[config.mk]
export PLATFORM = sky130hd
export DESIGN_NAME = fetch_unit
export DESIGN_NICKNAME = d
export VERILOG_FILES = /design/src/rtl/proc_pkg.sv /design/src/rtl/fetch_unit.sv
export SDC_FILE = /design/constraint.sdc
export NUM_CORES = 1
export LEC_CHECK = 0
export CAP_MARGIN = 20
export CORE_MARGIN = 3
export CORE_UTILIZATION = 43
export DETAILED_ROUTE_END_ITERATION = 10
export PLACE_DENSITY = 0.79
export SLEW_MARGIN = 10
export SYNTH_ARGS = -nofsm -noshare
export SYNTH_HDL_FRONTEND = slang
export SYNTH_SLANG_ARGS = --single-unit
[constraint.sdc]
create_clock -name clk -period 2 [get_ports clk]
set_input_delay 0.2 -clock clk [delete_from_list [all_inputs] [get_ports clk]]
set_output_delay 0.2 -clock clk [all_outputs]
set_load 0.05 [all_outputs]
[src/rtl/proc_pkg.sv]
// Shared definitions for the pipeline stages: fetch state encoding and
// the opcode field layout used by the decode and execute stages.
package proc_pkg;

  typedef enum logic [1:0] {
    IDLE = 2'b00,
    RUN  = 2'b01,
    HALT = 2'b10
  } fetch_state_e;

  localparam int unsigned OPCODE_MSB = 15;
  localparam int unsigned OPCODE_LSB = 12;

  localparam logic [3:0] OP_ADDI = 4'b0001;
  localparam logic [3:0] OP_ADD  = 4'b0010;
  localparam logic [3:0] OP_OUT  = 4'b1111;

  function automatic logic [3:0] get_opcode(input logic [15:0] instr);
    return instr[OPCODE_MSB:OPCODE_LSB];
  endfunction

endpackage

[src/rtl/fetch_unit.sv]
// Instruction fetch stage: drives the program ROM from the PC, registers the
// returned word into an IR and hands it downstream over valid/ready.
module fetch_unit
  import proc_pkg::*;
#(
  parameter int unsigned ADDR_W       = 4,
  parameter int unsigned INSTR_W      = 16,
  parameter bit          HALT_ON_WRAP = 1'b1
) (
  input  logic               clk,
  input  logic               rst_n,
  input  logic               start,
  output logic [ADDR_W-1:0]  rom_addr,
  input  logic [INSTR_W-1:0] rom_instruction,
  output logic [INSTR_W-1:0] ir_data,
  output logic [ADDR_W-1:0]  ir_pc,
  output logic               ir_valid,
  input  logic               ir_ready,
  input  logic               redirect_valid,
  input  logic [ADDR_W-1:0]  redirect_pc,
  output logic               halted
);

  localparam logic [ADDR_W-1:0] PC_ZERO = ADDR_W'(0);
  localparam logic [ADDR_W-1:0] PC_ONE  = ADDR_W'(1);
  localparam logic [ADDR_W-1:0] PC_LAST = {ADDR_W{1'b1}};

  fetch_state_e       state_q, state_d;
  logic [ADDR_W-1:0]  pc_q, pc_d;
  logic [INSTR_W-1:0] ir_data_q, ir_data_d;
  logic [ADDR_W-1:0]  ir_pc_q, ir_pc_d;
  logic               ir_valid_q, ir_valid_d;
  logic               halted_q, halted_d;
  logic               load_s;
  logic               consume_s;

  assign load_s    = !ir_valid_q || ir_ready;
  assign consume_s = ir_valid_q && ir_ready;

  // Next-state: redirect beats load outside IDLE; the IR holds under backpressure.
  always_comb begin
    state_d    = state_q;
    pc_d       = pc_q;
    ir_data_d  = ir_data_q;
    ir_pc_d    = ir_pc_q;
    ir_valid_d = ir_valid_q;
    halted_d   = halted_q;
    case (state_q)
      IDLE: begin
        if (consume_s) begin
          ir_valid_d = 1'b0;
        end else begin
          ir_valid_d = ir_valid_q;
        end
        if (start) begin
          state_d = RUN;
        end else begin
          state_d = IDLE;
        end
      end
      RUN: begin
        if (redirect_valid) begin
          pc_d       = redirect_pc;
          ir_valid_d = 1'b0;
        end else if (load_s) begin
          ir_data_d  = rom_instruction;
          ir_pc_d    = pc_q;
          ir_valid_d = 1'b1;
          if (HALT_ON_WRAP && (pc_q == PC_LAST)) begin
            state_d  = HALT;
            halted_d = 1'b1;
            pc_d     = PC_ZERO;
          end else begin
            pc_d = pc_q + PC_ONE;
          end
        end else begin
          pc_d = pc_q;
        end
      end
      HALT: begin
        if (redirect_valid) begin
          pc_d       = redirect_pc;
          ir_valid_d = 1'b0;
          state_d    = RUN;
          halted_d   = 1'b0;
        end else if (consume_s) begin
          ir_valid_d = 1'b0;
        end else begin
          ir_valid_d = ir_valid_q;
        end
      end
      default: begin
        state_d    = IDLE;
        pc_d       = PC_ZERO;
        ir_valid_d = 1'b0;
        halted_d   = 1'b0;
      end
    endcase
  end

  // State and datapath registers.
  always_ff @(posedge clk or negedge rst_n) begin
    if (!rst_n) begin
      state_q    <= IDLE;
      pc_q       <= PC_ZERO;
      ir_data_q  <= {INSTR_W{1'b0}};
      ir_pc_q    <= PC_ZERO;
      ir_valid_q <= 1'b0;
      halted_q   <= 1'b0;
    end else begin
      state_q    <= state_d;
      pc_q       <= pc_d;
      ir_data_q  <= ir_data_d;
      ir_pc_q    <= ir_pc_d;
      ir_valid_q <= ir_valid_d;
      halted_q   <= halted_d;
    end
  end

  assign rom_addr = pc_q;
  assign ir_data  = ir_data_q;
  assign ir_pc    = ir_pc_q;
  assign ir_valid = ir_valid_q;
  assign halted   = halted_q;

endmodule

# Word-level counts from Yosys, hierarchy flattened
# Cells that the tools add are included.
# word_totals
rom_bits	0
out_inout_bits	26
in_bits	25
mem_count	0
ff_bits	28
word_cells	46
latch_bits	0
mem_bits_rw	0
# op_classes
n_bitwise	2
mul	0
magnitude_cmp	0
n_eq_ne	8
n_reduce_logical	8
n_addsub	1
div	0
n_mux	21
n_shift	0
# ops
op	count
two-way mux 4 bit	4
one-hot mux 4 bit (3 select lines)	1
two-way mux 1 bit	9
two-way mux 2 bit	4
!= test 2 bit (second input constant)	4
one-hot mux 1 bit (3 select lines)	2
one-hot mux 2 bit (3 select lines)	1
AND reduction 3 bit	2
AND reduction 5 bit	1
adder 4 x 1 -> 4 bit (second input constant)	1
== test 4 bit (second input constant)	1
AND reduction 4 bit	1
!= test 3 bit (second input constant)	1
== test 2 x 1 -> 1 bit (second input constant)	1
== test 2 bit (second input constant)	1
zero test 2 bit	1
inverter 1 bit	2
logical AND 1 bit	1
zero test 1 bit	1
logical OR 1 bit	1

# Longest topological paths before layout
# Gate-level depths: netlist of the first run.
# depth
ltp_word	5
mapped_depth	6
depth_no_buf	6

# Worst setup path after synthesis of the first run
# OpenSTA, ideal clock, no wires.
# synth_path
path_kind	reg-to-reg
startpoint	reg pc_q[0] (netlist: rom_addr[0])
endpoint	reg state_q[0]
required_ns	1.873
setup_time_ns	0.127
slack_ns	0.011
n_path_buf	0
t_arrival_ns	1.861
period_less_slack_ns	1.989
stages_incl_launch_ff	6
path_cell_list	dfrtp_1 ha_1 nand3_2 or4_4 o21ai_2 mux2_1
# synth_between
elab_chain_cells	3
# synth_lines
element	line	rtl
from (decl)	fetch_unit.sv:29	logic [ADDR_W-1:0] pc_q, pc_d;
from (signal assigned)	fetch_unit.sv:112	pc_q <= pc_d;
== test 4 bit	fetch_unit.sv:69	if (HALT_ON_WRAP && (pc_q == PC_LAST)) begin
!= test 2 bit (no source line)	-	
AND reduction 4 bit (no source line)	-	
to (signal assigned)	fetch_unit.sv:111	state_q <= state_d;
to (decl)	fetch_unit.sv:28	fetch_state_e state_q, state_d;
# Every way passes these cells.
# A chain may end at the register's enable or synchronous reset.

# Worst setup path in the final report of the first run
# layout_path
startpoint	reg state_q[0]
endpoint	reg state_q[0]
# layout_between
elab_chain_cells	3
elab_cells_between_ends	9
classes_between	eq/ne (6); mux (1); reduce/logical (2)
# layout_lines
element	line	rtl
== test 2 x 1 -> 1 bit or == test 2 bit (tied branches)	fetch_unit.sv:48	case (state_q)
!= test 2 bit (no source line)	-	
AND reduction 4 bit (no source line)	-	
# Parallel ways exist; a longest one is shown, timed or not.

==> run metrics, run 1 <==
Worst Skew=0.002110 ns; run status=finished clean; final count of hold timing violations=0; Yosys cell types=27; setup TNS=0 ns; crit-path max cell delay=0.56 ns; Mapped Area=about 0.0013 mm^2; CP max FO=7; synthesis-to-finish area growth=47.51%; clk_lat worst skew=0.32 ns; Clk pin slew, worst setup/hold paths=0.14 ns; first-pass GRT wire length=4.636 mm; # rows=19; Max Transition Viols Final=0; Final min period=1.880 ns; Routed wire per std cell=approximately 16 um; Leakage=0.8118 nW; critical path's slowest cell=or4_4; Residual DRC=0; f_max=531.9 MHz; clock root buffer=clkbuf_4; Setup CP Type=reg2reg; starting density of the core=0.4617; GRT overflow=0; # IOs=51; GRT Util Overall=0.1665; CP cell instances=inv_1 -> ha_1 -> or4_4 -> o21ai_2 -> mux2_1; Final setup viols=0; GP Congestion=just over 0.8; pre-CTS setup slack=0.1076 ns; slew at the pin closest to its max-slew limit=0.5158 ns; die width=a little over 60 um; largest net degree at the start of global routing=29; dpl hpwl=2.331 mm; antenna violations before repair=0; Vias/cell=5.388; Design Area, Final=0.001927 mm^2; core area=0.002829 mm^2; Crit. End Element=flip-flop; HP Class=in2async; Clock Tree Buf Depth=2; Critical Path RT=2.22 ns; Pwr Density=1651 mW/mm^2; H-tree depth=1; Worst slew margin=0.6551; clock sink total=28; syn_area_per_cell=12.93 um^2; post-synthesis register bit count=28; unrepaired setup endpoints after global routing=false; number of inserted diodes=0; die area=0.003735 mm^2; TritonCTS Buffers=3; layout cell share with drive strength beyond 1=0.2229; vias in the first global route=about 980; VDD IR max=around 1.2 mV; Seq/Total Area, Yosys=0.5364; DRT iter0 DRCs=20; fin worst setup slack=0.1200 ns; CP Launch Type=flip-flop; wirelength, routed=2.967 mm; routed vias=about 1000; CTS tree=built; Net count, final=188; MaxCap Viol Count=0; PortBufs=50; antenna-violating nets left=0; iteration count of the initial detailed-routing pass=4; CP arrival=~2.1 ns; Ys Warns=0; Syn Nets=about 130; DP Area=approximately 0.0019 mm^2; chip height=61.12 um; Syn Inst Count=roughly 100; Final Cycle Share=0.9400
[cells in the mapped netlist, drive strengths merged]
master	instances	share of area
dfrtp	28	0.54
mux2	22	0.19
o21ai	9	0.037
ha	5	0.048
nand2	5	0.014
nor2	5	0.014
nand3	3	0.015
a22o	2	0.013
a22oi	2	0.011
and2	2	0.0096
and2b	2	0.011
buf	2	0.011
inv	2	0.0057
nand2b	2	0.0096
o2bb2ai	2	0.013
a211oi	1	0.0096
a21oi	1	0.0038
nor2b	1	0.011
o21a	1	0.0057
o31ai	1	0.0057
o32a	1	0.0077
or4	1	0.0086
xnor2	1	0.0067
[cell usage in the layout, fill, tap and decap left out, drive strengths merged]
master,netlist,final
bufinv,0,1
o2bb2ai,2,2
dfrtp,28,28
o21ai,9,9
a21oi,1,1
nand2,5,5
a22oi,2,2
ha,5,5
clkbuf,0,3
o32a,1,1
nand2b,2,2
or4,1,1
buf,2,4
clkdlybuf4s50,0,50
o31ai,1,1
a211oi,1,1
a22o,2,2
nand3,3,3
and2b,2,2
xnor2,1,1
mux2,22,22
nor2,5,5
inv,2,2
nor2b,1,1
o21a,1,1
and2,2,2
[kinds of logic (layout without fill, tap and decap cells)]
| group | after synthesis | in the layout | share of synthesized area |
|---|---|---|---|
| AOI/OAI and AO/OA | 20 | 20 | 0.1082 |
| xor gates and xnor gates | 1 | 1 | 0.006706 |
| adders and majority gates | 5 | 5 | 0.04789 |
| buffers and inverters | 4 | 60 | 0.01724 |
| DFF | 28 | 28 | 0.5364 |
| muxes | 22 | 22 | 0.1897 |
| and+or+nand+nor | 21 | 21 | 0.09386 |
[critical path: cells and delay by family (launching register included)]
family	cells	cell delay (ns)
adders and majority gates	1	0.29
muxes	1	0.34
AOI/OAI and AO/OA	1	0.08
DFF	1	0.43
and+or+nand+nor	1	0.56
buffers and inverters	1	0.08
[metal layers]
layer,vias up,track usage,share of wire,routed length [um]
li1,477,-,-,-
met1,497,0.2024,0.39,1157
met2,35,0.2885,0.55,1626
met3,4,0.02516,0.046,135
met4,0,0.07740,0.016,47
met5,-,0,0,0
[path summary, 6_finish.rpt]
check                                          from     endpoint  slack, ns  cells past startpoint
worst max-delay path                     state_q[0]   state_q[0]       0.12                      5
worst min-delay path                          rst_n   ir_data[5]       0.24                      2
worst max register to register           state_q[0]   state_q[0]       0.12                      5
worst min register to register               halted       halted       0.52                      1
max in group asynchronous                     rst_n   state_q[0]       1.49                      2
min in group clk                rom_instruction[12]  ir_data[12]       0.48                      2
[metrics by stage]
stage	power (mW)	std cells	hold WS [ns]	utilization
after floorplan	2.184	101	-0.09559	-
after global placement	2.800	184	0.4836	0.6621
after detailed placement	2.842	184	0.4871	0.6621
after CTS	3.211	188	0.2426	0.6807
after global routing	3.349	188	0.2605	0.6811
final	3.182	188	0.2448	0.6811
[area by class of cell]
cell class              count  area (um^2)
clock buffers               3        22.52
clock inverters             1        30.03
fillers                   213        902.1
inverters                   2        7.507
multi-input cells          69        583.1
flip-flops and latches     28        701.9
well taps                  31        38.79
repair buffers             54        543.0
[what timing repair did]
| item | in CTS | in global routing |
|---|---|---|
| hold buffers | 0 | 0 |
| resized for setup | 0 | 1 |
| setup endpoints to repair | 0 | 1 |
| buffers inserted | 0 | 0 |
[registers in the layout (all words and copies together), names as in the netlist]
register / cells
rom_addr: 4
ir_pc: 4
ir_data: 16
state_q: 2
ir_valid: 1
halted: 1
[where the power goes]
part           internal [mW]  switching (mW)  total [mW]
clock network          0.203           0.158       0.361
logic                  0.733            1.15        1.89
registers              0.796           0.138       0.934
(Power assumes the default switching activity.)
==> run 2: changes to the inputs <==
--- a/config.mk
+++ b/config.mk
@@ -6,11 +6,12 @@
 export NUM_CORES = 1
 export LEC_CHECK = 0
 export CAP_MARGIN = 20
+export CORE_ASPECT_RATIO = 1.4
 export CORE_MARGIN = 3
-export CORE_UTILIZATION = 43
+export CORE_UTILIZATION = 40
 export DETAILED_ROUTE_END_ITERATION = 10
-export PLACE_DENSITY = 0.79
-export SLEW_MARGIN = 10
+export PLACE_DENSITY = 0.74
+export SLEW_MARGIN = 20
 export SYNTH_ARGS = -nofsm -noshare
 export SYNTH_HDL_FRONTEND = slang
 export SYNTH_SLANG_ARGS = --single-unit
==> run 2 against run 1 <==
Fmax grew 1.4%. Sequential share of layout area shrank 0.37 points. Die area grew 7.0%. Total power shrank 0.86%. Clock power shrank 7.2%. Combinational power is essentially flat. Wire length shrank 4.0%. Worst setup slack gained 0.026 ns. Non-clock buffer count grew 1. Via count shrank 2.0%. Critical path type unchanged. Critical endpoint unchanged.
==> run metrics, run 2 (synthesis results as in run 1) <==
Setup Fix Bufs, Post-CTS=0; Worst Skew=0.001711 ns; clock sink total=28; synthesis-to-finish area growth=48.75%; commonest cells after routing, fill and taps aside=50 x clkdlybuf4s50_1, 28 x dfrtp_1, 21 x mux2_2; crit-path max cell delay=0.56 ns; Crit. End Element=flip-flop; GRT Util Overall=0.1467; PortBufs=50; post-cts sizing count=0; Vias/cell=5.092; Pwr Density=between 1500 and 2000 mW/mm^2; HP Class=in2async; # rows=23; Multi-input gate area=583.1 um^2; TritonCTS Buffers=3; CP Launch Type=flip-flop; VDD IR max=0.9592 mV; Final setup viols=0; chip height=73.62 um; antenna violations before repair=0; CP cell instances=inv_1 -> ha_1 -> or4_4 -> o21ai_2 -> mux2_1; clk_lat worst skew=0.26 ns; GP Congestion=~0.92; die width=54.30 um; met3 WL post-DR=237 um; DR top layer=met4; Post-CTS Hold Fix Bufs=0; wirelength, routed=2.849 mm; worst path buffer plus inverter count=1; Residual DRC=0; Leakage=0.8193 nW; MaxCap Viol Count=0; Net count, final=189; met2 WL post-DR=about 1.5 mm; FF+latch area=700.7 um^2; Final min period=around 1.9 ns; first-pass GRT wire length=between 4 and 5 mm; core area=~0.0030 mm^2; DRT iter0 DRCs=19; iteration count of the initial detailed-routing pass=4; Setup CP Type=reg2reg; setup TNS=0 ns; GRT overflow=0; antenna-violating nets left=0; CTS tree=built; vias in the first global route=~980; crit-path leading delay family=simple AND/OR/NAND/NOR gates; M1 wire length=~1.1 mm; starting density of the core=0.4365; Layout Cells excl Fill=195; f_max=539.3 MHz; critical path's slowest cell=or4_4; Routed wire per std cell=14.61 um; # IOs=approximately 50; max reg flops=16; number of inserted diodes=0; largest net degree at the start of global routing=29; layout cell share with drive strength beyond 1=0.2215; die area=0.003997 mm^2; unrepaired setup endpoints after global routing=false; routed vias=just under 1000; run status=finished clean; CP arrival=about 2 ns; clock root buffer=clkbuf_8; slew at the pin closest to its max-slew limit=0.5155 ns; final count of hold timing violations=0; Worst slew margin=0.6552; Max Transition Viols Final=0; Filler cells=246; Clock Tree Buf Depth=2; Critical Path RT=2.16 ns; dpl hpwl=2.229 mm; H-tree depth=1; Final Cycle Share=0.9271; Clk pin slew, worst setup/hold paths=0.09 ns; CP max FO=7; DP Cell Count=191; commonest non-fill, non-tap cell in the layout=clkdlybuf4s50_1
## run 2: power by group
group / switching [mW] / total [mW] / internal [mW]
logic: 1.16 / 1.90 / 0.740
registers: 0.124 / 0.921 / 0.796
clock network: 0.160 / 0.335 / 0.176
## run 2: final timing paths
check,from,endpoint,slack (ns),cells after the start
setup / recovery,state_q[0],state_q[0],0.15,5
hold / removal,rst_n,ir_data[11],0.30,2
setup reg to reg,state_q[0],state_q[0],0.15,5
hold reg to reg,halted,halted,0.51,1
max in group asynchronous,rst_n,halted,1.44,2
min in group clk,halted,halted,0.51,1
## run 2: area by class of cell
class,instances,area share
Clock buffer,4,0.02833
Sequential cell,28,0.3606
Timing Repair Buffer,55,0.2833
Multi-Input combinational cell,69,0.3001
Tap cell,37,0.02382
Inverter,2,0.003863
## run 2: stage by stage
stage               hold WS [ns]  total power, mW  area (um^2)    util  setup WS [ns]
floorplan               -0.09559            2.184         1306       -        0.01108
global placement          0.4880            2.809         1888  0.6309         0.1977
detailed placement        0.4918            2.849         1888  0.6309         0.1726
CTS                       0.3154            3.191         1943  0.6492         0.1307
global route              0.3365            3.322         1943  0.6492        0.06532
finish                    0.3042            3.154         1943  0.6492         0.1458
## run 2: worst reg2reg max path, cell delays in order, from the launching register on
cell and delay, ns:
dfrtp_1 0.42, inv_1 0.09, ha_1 0.29, or4_4 0.56
o21ai_2 0.08, mux2_1 0.32
## run 2: routing by layer
layer,global-route usage,vias to the layer above
li1,-,476
met2,0.2743,41
met1,0.1667,472
met4,0.04155,0
met5,0,-
met3,0.01826,4
==> run 3: changes to the inputs <==
--- a/config.mk
+++ b/config.mk
@@ -7,11 +7,10 @@
 export LEC_CHECK = 0
 export CAP_MARGIN = 20
 export CORE_ASPECT_RATIO = 1.4
-export CORE_MARGIN = 3
+export CORE_MARGIN = 1
 export CORE_UTILIZATION = 40
 export DETAILED_ROUTE_END_ITERATION = 10
 export PLACE_DENSITY = 0.74
-export SLEW_MARGIN = 20
 export SYNTH_ARGS = -nofsm -noshare
 export SYNTH_HDL_FRONTEND = slang
 export SYNTH_SLANG_ARGS = --single-unit
==> run 3 against run 2 <==
Final area up 0.97%. Sequential cell count unchanged. First-iteration DRC count down 37%. Critical path type unchanged. Largest cell class unchanged. Largest power group unchanged. Highest routed layer unchanged.
==> run metrics, run 3 (synthesis results as in run 1) <==
DRT iter0 DRCs=12; commonest cells after routing, fill and taps aside=50 x clkdlybuf4s50_1, 28 x dfrtp_1, 21 x mux2_2; Worst Skew=0.003225 ns; Fin Hold WS=0.3131 ns; setup TNS=0 ns; starting density of the core=0.4183; antenna-violating nets left=0; Setup CP Type=reg2reg; RR Endpoint=state_q[0]; crit-path max cell delay=0.56 ns; clock sink total=28; PortBufs=50; dpl hpwl=about 2.1 mm; max reg flops=16; grt met2 use=0.2889; die width=50.30 um; met1 global-route usage=0.1638; Clk pin slew, worst setup/hold paths=0.09 ns; final count of hold timing violations=0; H-tree depth=1; GRT overflow=0; Pwr Density=approximately 1700 mW/mm^2; CP arrival=roughly 2.0 ns; Leakage=slightly above 0.8 nW; post-cts sizing count=0; worst flop-to-flop path startpoint=state_q[0]; first-pass GRT wire length=4.340 mm; Final min period=1.852 ns; worst reg2reg setup slack=0.15 ns; CP cell instances=inv_1 -> ha_1 -> or4_4 -> o21ai_2 -> mux2_1; Critical Path End=state_q[0]; wirelength, routed=2.726 mm; chip height=69.62 um; TritonCTS Buffers=3; Worst slew margin=0.6618; critical path's slowest cell=or4_4; CP Launch Type=flip-flop; Clock Tree Buf Depth=2; GRT Util Overall=0.1606; MaxCap Viol Count=0; number of inserted diodes=0; worst path buffer plus inverter count=1; Post-CTS Hold Fix Bufs=0; largest net degree at the start of global routing=29; Critical Path RT=2.16 ns; commonest non-fill, non-tap cell in the layout=clkdlybuf4s50_1; CP max FO=7; Residual DRC=0; run status=finished clean; HP Class=in2async; clk_lat worst skew=0.27 ns; GP Congestion=0.8598; Max Transition Viols Final=0; Crit path depth=5; antenna violations before repair=0; vias in the first global route=1045; crit-path leading delay family=simple AND/OR/NAND/NOR gates; Setup Fix Bufs, Post-CTS=0; die area=0.003501 mm^2; Final Cycle Share=0.9262; # rows=24; VDD IR max=0.9097 mV; slew at the pin closest to its max-slew limit=0.5057 ns; core area=0.003123 mm^2; Filler cells=257; iteration count of the initial detailed-routing pass=4; layout cell share with drive strength beyond 1=0.2215; routed vias=a little over 1000; unrepaired setup endpoints after global routing=false; f_max=539.8 MHz; Vias/cell=5.147; Final setup viols=0; gr busiest metal=met2; Routed wire per std cell=13.84 um; met3 Use GR=0.03289; CTS tree=built; Crit. End Element=flip-flop; # IOs=51; synthesis-to-finish area growth=50.19%; depth of the most critical reg-to-reg path=5; Setup crit start=state_q[0]; Net count, final=around 190; clock root buffer=clkbuf_8
-- run 3: cell types whose count changed in the layout (fill, tap and decap cells not counted) --
cell,previous run,this run
bufinv_16,0,1
clkbuf_8,4,3
-- run 3: cell type report --
| class | instances | area, um^2 | area share |
|---|---|---|---|
| clock inverter | 1 | 30.03 | 0.01531 |
| clock buffer | 3 | 41.29 | 0.02105 |
| tap | 39 | 48.80 | 0.02487 |
| timing repair buffer | 55 | 550.5 | 0.2806 |
| multi-input combinational | 69 | 583.1 | 0.2972 |
| inverter | 2 | 7.507 | 0.003827 |
| sequential | 28 | 700.7 | 0.3571 |
-- run 3: how the worst min path moves through the flow --
| stage | from | endpoint | slack (ns) | cells past startpoint |
|---|---|---|---|---|
| finish | rst_n | ir_data[12] | 0.31 | 2 |
| global route | rst_n | ir_data[12] | 0.34 | 2 |
| CTS | rst_n | state_q[1] | 0.32 | 2 |
| global placement | ir_data[6] | ir_data[6] | 0.49 | 1 |
| floorplan | rst_n | halted | -0.1 | 0 |
| detailed placement | ir_data[13] | ir_data[13] | 0.49 | 1 |
-- run 3: report_power, final --
group	switching (mW)	total, mW	internal (mW)	leakage, nW
logic	1.15	1.90	0.740	0.439
clock network	0.164	0.431	0.268	0.0357
registers	0.128	0.924	0.796	0.351
-- run 3: through the flow --
stage | utilization | worst slack [ns] | instance area (um^2) | power [mW] | cells
3_3_place_gp | 0.6054 | 0.2059 | 1891 | 2.799 | 193
6_report | 0.6282 | 0.1476 | 1962 | 3.251 | 197
3_5_place_dp | 0.6054 | 0.1597 | 1891 | 2.841 | 193
4_1_cts | 0.6282 | 0.1420 | 1962 | 3.274 | 197
2_1_floorplan | - | 0.01108 | 1306 | 2.184 | 101
5_1_grt | 0.6282 | 0.06545 | 1962 | 3.395 | 197
-- run 3: per-layer routing --
metal | up-vias | wire length, um
met5 | - | 0
met4 | 0 | 50
met3 | 6 | 200
met2 | 45 | 1387
met1 | 487 | 1088
li1 | 476 | -
